### config.mk
export PLATFORM = sky130hd
export DESIGN_NAME = ntt_stage_sequencer
export DESIGN_NICKNAME = d
export VERILOG_FILES = /design/src/rtl/ntt_stage_sequencer.sv
export SDC_FILE = /design/constraint.sdc
export NUM_CORES = 1
export LEC_CHECK = 0
export CAP_MARGIN = 0
export CORE_ASPECT_RATIO = 1.5
export CORE_UTILIZATION = 45
export CTS_BUF_LIST = sky130_fd_sc_hd__clkbuf_4 sky130_fd_sc_hd__clkbuf_8
export DETAILED_ROUTE_END_ITERATION = 10
export HOLD_SLACK_MARGIN = 0.06
export PLACE_DENSITY_LB_ADDON = 0.1
export SLEW_MARGIN = 20
export SYNTH_ARGS = -nofsm -noshare
export SYNTH_HDL_FRONTEND = slang
export SYNTH_SLANG_ARGS = --single-unit
export TNS_END_PERCENT = 30
### constraint.sdc
create_clock -name clk -period 9.7 [get_ports clk]
set_input_delay 1.94 -clock clk [delete_from_list [all_inputs] [get_ports clk]]
set_output_delay 1.94 -clock clk [all_outputs]
set_load 0.1 [all_outputs]
### src/rtl/ntt_stage_sequencer.sv
// ntt_stage_sequencer: loop controller for the NTT butterfly datapath.
// Walks every stage half-span J and, inside each stage, every (group, twiddle)
// pair, presenting one D-lane beat per handshake on a valid/ready interface.
//
// Build option: define NTT_SEQ_GS_EN for Gentleman-Sande stage order
// (J = 1 .. N/2). Left undefined, stages run Cooley-Tukey order (J = N/2 .. 1).
//
// state  | meaning
// -------+---------------------------------------------------------------
// IDLE   | waiting for start; beat fields sit at their reset values
// RUN    | presenting beats, out_valid held high, advance on handshake
// DONE   | one-cycle done pulse after the final beat, busy still high
module ntt_stage_sequencer #(
  parameter int N    = 1024,
  parameter int D    = 4,
  parameter int LOGN = 10,
  parameter int IW   = 7
) (
  input  logic            clk,
  input  logic            rst_n,
  input  logic            start,
  output logic            busy,
  output logic            done,
  output logic            out_valid,
  input  logic            out_ready,
  output logic [LOGN-1:0] J,
  output logic [IW-1:0]   i,
  output logic [LOGN-2:0] g,
  output logic [LOGN-1:0] addr_top,
  output logic [LOGN-1:0] addr_bot,
  output logic            stage_last,
  output logic            out_last
);

  localparam int LOGD = $clog2(D);
  localparam int SW   = $clog2(LOGN + 1);
  localparam int GW   = LOGN - 1;

  localparam logic [1:0] S_IDLE = 2'd0;
  localparam logic [1:0] S_RUN  = 2'd1;
  localparam logic [1:0] S_DONE = 2'd2;

  // sh is log2(J) for the current stage
`ifdef NTT_SEQ_GS_EN
  localparam logic [SW-1:0] SH_FIRST = SW'(0);
  localparam logic [SW-1:0] SH_LAST  = SW'(LOGN - 1);
`else
  localparam logic [SW-1:0] SH_FIRST = SW'(LOGN - 1);
  localparam logic [SW-1:0] SH_LAST  = SW'(0);
`endif

  logic [1:0]    state;
  logic [SW-1:0] sh;
  logic [IW-1:0] beat;

  logic beat_fire;
  logic stage_end;
  logic xform_end;

  assign beat_fire = (state == S_RUN) && out_ready;
  // every stage is exactly 2^IW beats, so the counter's all-ones value ends it
  assign stage_end = (beat == '1);
  assign xform_end = stage_end && (sh == SH_LAST);

  // Control FSM plus stage / beat-in-stage counters
  always_ff @(posedge clk or negedge rst_n) begin
    if (!rst_n) begin
      state <= S_IDLE;
      sh    <= SH_FIRST;
      beat  <= '0;
    end else begin
      case (state)
        S_IDLE: begin
          if (start) state <= S_RUN;
        end
        S_RUN: begin
          if (beat_fire) begin
            beat <= beat + IW'(1);
            if (stage_end) begin
              if (sh == SH_LAST) begin
                state <= S_DONE;
                sh    <= SH_FIRST;
              end else begin
`ifdef NTT_SEQ_GS_EN
                sh <= sh + SW'(1);
`else
                sh <= sh - SW'(1);
`endif
              end
            end
          end
        end
        S_DONE: begin
          state <= S_IDLE;
        end
        default: begin
          state <= S_IDLE;
        end
      endcase
    end
  end

  logic [LOGN-1:0] beat_w;
  logic [LOGN-1:0] j_w;
  logic [LOGN-1:0] top_w;
  logic [IW-1:0]   i_w;
  logic [GW-1:0]   g_w;
  logic [SW-1:0]   sub;

  // Beat fields decoded from (stage, beat) with shifts only. When J >= D the
  // beat splits into g (high bits) and i (low log2(J/D) bits); when J < D each
  // beat covers D/J whole groups, so g is the beat scaled up by D/J.
  always_comb begin
    beat_w = LOGN'(beat);
    j_w    = LOGN'(1) << sh;
    sub    = '0;
    i_w    = '0;
    g_w    = '0;
    if (sh >= SW'(LOGD)) begin
      sub = sh - SW'(LOGD);
      i_w = beat & IW'((LOGN'(1) << sub) - LOGN'(1));
      g_w = GW'(beat_w >> sub);
    end else begin
      sub = SW'(LOGD) - sh;
      g_w = GW'(beat_w << sub);
    end
    top_w = (LOGN'(g_w) << (sh + SW'(1))) + (LOGN'(i_w) << LOGD);
  end

  assign busy       = (state != S_IDLE);
  assign done       = (state == S_DONE);
  assign out_valid  = (state == S_RUN);
  assign J          = j_w;
  assign i          = i_w;
  assign g          = g_w;
  assign addr_top   = top_w;
  assign addr_bot   = top_w + j_w;
  assign stage_last = out_valid && stage_end;
  assign out_last   = out_valid && xform_end;

endmodule

==> impl_metrics.json, run 1 <==
{
  "status": "finished, final reports clean",
  "synth-edff-count": 0,
  "drv_cap": 0,
  "antenna_found_initial": 0,
  "dieArea_um2": 6210,
  "grt_use_total_pct": 26.8,
  "hold_viol": 0,
  "drc_errors": 0,
  "hpwl_um": 6320,
  "dr.pass1.iters": 4,
  "crit_path_end": "addr_bot[9]",
  "cp-startpoint": "sh[1]",
  "synth_cells": 327,
  "fillCellCount": 556,
  "yosysSeqAreaShare_pct": 12.4,
  "ctsLongestPathBuffers": 2,
  "num_rows": 33,
  "cp.required_ns": 7.76,
  "routed-via-count": 2626,
  "cts_tree": "built",
  "max_slew.worst_pin.slew_ns": 0.992,
  "hp-start": "state[1]",
  "gp_congestion": 0.906,
  "h-tree-depth": 1,
  "io-pin-count": 55,
  "maxSlewViolCount": 0,
  "rr_worst_depth": 4,
  "fin_skew_ns": 0.00225,
  "diodes": 0,
  "ant_nets": 0,
  "slew_headroom_pct": 33.7,
  "grt_overflow": 0,
  "grt_max_degree": 32,
  "synth_area_um2": 2650,
  "pwr-share-clk_pct": 6.4,
  "ys_warn_count": 0,
  "finalCritPeriodShare_pct": 87.0,
  "timing.rr.start": "sh[1]",
  "cts-resized-gates": 0,
  "place_area_um2": 3240,
  "critPathKind": "register to primary output",
  "setup_ws_ns": 1.26,
  "final_cell_mix": "clkdlybuf4s50_1 (49), nand2_1 (32), ha_1 (30), nor2_1 (28), a21oi_1 (18)",
  "fmax_mhz": 118,
  "hold_class": "register to register",
  "rsz0062_at_grt": "no",
  "die_w_um": 64.7,
  "ys_ff_latch": 13,
  "syn_avg_cell_area_um2": 8.12,
  "p_leak_uw": 0.00144,
  "synth_nets": 363,
  "cts_sinks": 13,
  "portBuffers": 54,
  "clk_latency_ns": 0.24,
  "final_common_cell": "clkdlybuf4s50_1",
  "power_uw": 783,
  "wirelength_um": 7640,
  "drive_gt1_share_pct": 13.3,
  "wl_per_cell_um": 17.4,
  "r2r-end": "sh[1]",
  "path_clk_slew_ns": 0.05,
  "post_cts_buffers": 0,
  "synth_cell_type_count": 62,
  "cts_buffers": 3,
  "internal_power_uw": 281,
  "combPwrFrac_pct": 79.5,
  "switching_share_pct": 64.1,
  "fin_tns_setup_ns": 0,
  "r2r_setup_slack_ns": 7.26,
  "root_buffer": "clkbuf_8",
  "grt_pass1_vias": 2681,
  "path_max_fanout": 25,
  "core_region_area_um2": 5570,
  "drt_iter0_drc": 94,
  "ir_worst_vdd_v": 0.000145,
  "hold_buffers": 0,
  "final-setup-viol-count": 0,
  "area_delta_synth_final_pct": 24.0,
  "routed_via_density": 6.00,
  "end_kind": "primary output",
  "period_needed_ns": 8.44,
  "p_sw_uw": 502,
  "fin_nets": 405,
  "pwr-share-seq_pct": 14.1,
  "worstPathArrival_ns": 6.50,
  "powerDensity_nw_per_um2": 238,
  "dieHeight_um": 96.1,
  "dp_worst_setup_slack_ns": 1.60,
  "grt_first_pass_wirelength_um": 12900,
  "async_reset_ff_share_pct": 100,
  "design_area_um2": 3290,
  "synth_ff_type": "dfrtp_1",
  "initial_core_util_pct": 47.6,
  "start_kind": "register"
}
-- worst min-delay path by stage --
stage / endpoint / slack (ns) / cells after the start
floorplan: state[0] / 0.43 / 1
global placement: state[0] / 0.47 / 1
detailed placement: state[0] / 0.46 / 1
CTS: state[0] / 0.48 / 1
global route: state[0] / 0.51 / 1
finish: state[0] / 0.48 / 1
-- power groups by stage --
| stage | registers, uW | clock network, uW | logic, uW |
|---|---|---|---|
| after floorplan | 78.5 | 0 | 527 |
| after global placement | 110 | 0 | 619 |
| after detailed placement | 110 | 0 | 623 |
| after CTS | 109 | 51.2 | 623 |
| after global routing | 115 | 53.5 | 652 |
| final | 111 | 50.3 | 622 |
-- stage by stage --
stage / utilization, % / hold WS (ns) / cells
global placement: 58.2 / 0.467 / 434
global route: 59.0 / 0.512 / 438
floorplan: - / 0.431 / 327
finish: 59.0 / 0.476 / 438
detailed placement: 58.2 / 0.460 / 434
CTS: 59.0 / 0.478 / 438
-- metal layers --
layer | track usage (%) | share of wire (%) | wire, um | up-vias
li1 | - | - | - | 1259
met1 | 29.4 | 39 | 2980 | 1259
met2 | 50.7 | 54 | 4140 | 85
met3 | 1.42 | 2.8 | 215 | 23
met4 | 14.3 | 3.9 | 299 | 0
met5 | 0 | 0 | 0 | -
-- logic make-up (layout without fill, tap and decap cells) --
logic type | after synthesis | after routing | synth area share, %
AOI/OAI and AO/OA | 67 | 67 | 16.9
xor gates and xnor gates | 30 | 30 | 10.5
adders and majority gates | 32 | 32 | 15.7
buffers and inverters | 36 | 77 | 6.46
DFF | 13 | 13 | 12.4
muxes | 29 | 29 | 15.1
and+or+nand+nor | 120 | 120 | 23.1
-- sequential cells by signal, indices dropped and copies added, names as in the netlist --
name,count
sh,4
state,2
beat,7
-- critical path: stages (launching register included) --
cell	delay (ns)
dfrtp_1	0.74
inv_1	0.30
ha_1	0.72
nor2b_1	0.32
nand2_1	0.12
nor3_1	0.08
a211oi_2	0.38
mux2i_1	0.20
a22oi_1	0.25
nor2_1	0.08
ha_1	0.21
fa_1	0.43
a21o_1	0.19
a21oi_1	0.28
xnor2_2	0.10
ha_1	0.22
or4_1	0.55
a31o_2	0.26
a21oi_1	0.19
xnor2_1	0.15
xor2_1	0.16
buf_4	0.30
-- cell type report --
class                           instances  area, um^2  area share, %
Sequential cell                        13         328           9.96
Timing Repair Buffer                   55         536           16.3
Tap cell                               70        87.6           2.66
Clock buffer                            4        48.8           1.48
Inverter                               18        67.6           2.05
Multi-Input combinational cell        278        2220           67.6
-- cell usage after synthesis (5+ instances only) --
cell type,instances,area (um^2)
nand2_1,32,120
ha_1,30,375
nor2_1,28,105
a21oi_1,18,90.1
xnor2_1,18,158
inv_1,17,63.8
o21ai_0,14,70.1
mux2i_1,13,130
dfrtp_1,11,275
nand3_1,10,50.1
xor2_1,10,87.6
and3_1,8,50.1
mux2_2,8,90.1
mux4_2,8,180
nor3_1,8,40.0
clkbuf_1,7,26.3
nor2b_1,7,43.8
and2_1,6,37.5
a21o_1,5,37.5
buf_2,5,25.0
Note: power is estimated with default switching activity, not from simulation.
==> run 2: changes to the inputs <==
--- a/config.mk
+++ b/config.mk
@@ -6,7 +6,6 @@
 export NUM_CORES = 1
 export LEC_CHECK = 0
 export CAP_MARGIN = 0
-export CORE_ASPECT_RATIO = 1.5
 export CORE_UTILIZATION = 45
 export CTS_BUF_LIST = sky130_fd_sc_hd__clkbuf_4 sky130_fd_sc_hd__clkbuf_8
 export DETAILED_ROUTE_END_ITERATION = 10
==> impl_metrics.json, run 2 (same netlist as run 1, synthesis figures left out) <==
{
  "status": "finished, final reports clean",
  "grt_overflow": 0,
  "cts-resized-gates": 0,
  "worstPathArrival_ns": 6.44,
  "internal_power_uw": 281,
  "hold_viol": 0,
  "grt_max_degree": 32,
  "final_cell_mix": "clkdlybuf4s50_1 (50), nand2_1 (32), ha_1 (30), nor2_1 (28), a21oi_1 (18)",
  "antenna_found_initial": 0,
  "grt_pass1_vias": 2401,
  "cts_sinks": 13,
  "core_region_area_um2": 5610,
  "drc_errors": 0,
  "largestRegisters": "beat x7, sh x4, state x2",
  "drv_cap": 0,
  "rsz0062_at_grt": "no",
  "p_sw_uw": 502,
  "diodes": 0,
  "pwr-share-clk_pct": 6.4,
  "post_cts_buffers": 0,
  "drt_iter0_drc": 107,
  "routed_via_density": 5.81,
  "regMostFlops": "beat",
  "root_buffer": "clkbuf_8",
  "switching_share_pct": 64.1,
  "portBuffers": 54,
  "cts_buffers": 3,
  "place_area_um2": 3250,
  "routed-via-count": 2556,
  "drive_gt1_share_pct": 13.0,
  "path_max_fanout": 25,
  "fin_nets": 405,
  "final_util_pct": 58.8,
  "grt_first_pass_wirelength_um": 11900,
  "final_common_cell": "clkdlybuf4s50_1",
  "fin_skew_ns": 0.000503,
  "hpwl_um": 5790,
  "end_kind": "primary output",
  "fillCellCount": 552,
  "path_clk_slew_ns": 0.05,
  "die_w_um": 78.8,
  "clk_latency_ns": 0.24,
  "cts_tree": "built",
  "io-pin-count": 55,
  "max_slew.worst_pin.slew_ns": 0.982,
  "dieArea_um2": 6210,
  "num_rows": 27,
  "pwr-share-seq_pct": 14.5,
  "finalCritPeriodShare_pct": 86.4,
  "wl_per_cell_um": 16.5,
  "hold_buffers": 0,
  "largest_reg_flops": 7,
  "whs_ns": 0.489,
  "ctsLongestPathBuffers": 2,
  "period_needed_ns": 8.38,
  "hold_class": "register to register",
  "dr.pass1.iters": 4,
  "maxSlewViolCount": 0,
  "grt_use_total_pct": 24.2,
  "final-setup-viol-count": 0,
  "cp.required_ns": 7.76,
  "wirelength_um": 7270,
  "powerDensity_nw_per_um2": 237,
  "combPwrFrac_pct": 79.1,
  "gp_congestion": 0.884,
  "design_area_um2": 3300,
  "r2r_setup_slack_ns": 7.31,
  "dieHeight_um": 78.8,
  "area_delta_synth_final_pct": 24.2,
  "p_leak_uw": 0.00144,
  "start_kind": "register",
  "ant_nets": 0,
  "slew_headroom_pct": 34.3,
  "critPathKind": "register to primary output",
  "fmax_mhz": 119,
  "h-tree-depth": 1,
  "ir_worst_vdd_v": 0.000239,
  "initial_core_util_pct": 47.3
}
run 2: changes by cell type in the layout (fill, tap and decap cells not counted), sizes merged:
cell           before  now
clkdlybuf4s50      49   50
buf                 6    5
run 2: final cells by class:
type,instances,area (um^2),area share (%)
Clock buffer,4,48.8,1.48
Inverter,18,67.6,2.05
Multi-Input combinational cell,278,2220,67.5
Sequential cell,13,328,9.95
Tap cell,72,90.1,2.73
Timing Repair Buffer,55,538,16.3
run 2: power groups by stage:
stage	Sequential, uW	Combinational, uW	Clock (uW)
global route	116	648	54.8
floorplan	78.5	527	0
detailed placement	114	618	0
CTS	112	620	52.1
finish	114	619	50.1
global placement	113	615	0
run 2: metrics by stage:
stage               setup WS (ns)  total power (uW)  cells  setup TNS (ns)
floorplan                  -0.135               606    327          -0.135
global placement             1.73               729    436               0
detailed placement           1.62               732    436               0
CTS                          1.35               784    440               0
global route                0.862               819    440               0
finish                       1.32               782    440               0
run 2: metal layers:
layer  routed length [um]  vias up  track usage, %
met4                  102        0            6.11
met5                    0        -               0
met3                  443       11            1.95
met1                 3290     1195            33.6
met2                 3430       89            40.4
li1                     -     1261               -
run 2: worst max-delay path, stage by stage, from the launching register on:
cell and delay [ns]:
dfrtp_1 0.73, inv_1 0.28, ha_1 0.71, nor2b_1 0.32, nand2_1 0.13, nor3_1 0.09, a211oi_2 0.38, mux2i_1 0.19
a22oi_1 0.26, nor2_1 0.08, ha_1 0.21, fa_1 0.43, a21o_1 0.18, a21oi_1 0.27, xnor2_2 0.10, ha_1 0.22
or4_1 0.56, a31o_2 0.25, a21oi_1 0.18, xnor2_1 0.15, xor2_1 0.16, buf_4 0.30
run 2: worst paths after layout:
check,start,end,depth (start not counted)
setup reg to reg,sh[1],sh[1],4
hold / removal,state[1],state[0],1
max in group asynchronous,rst_n,sh[2],1
min in group asynchronous,rst_n,beat[5],1
setup / recovery,sh[1],addr_bot[9],21
hold reg to reg,state[1],state[0],1
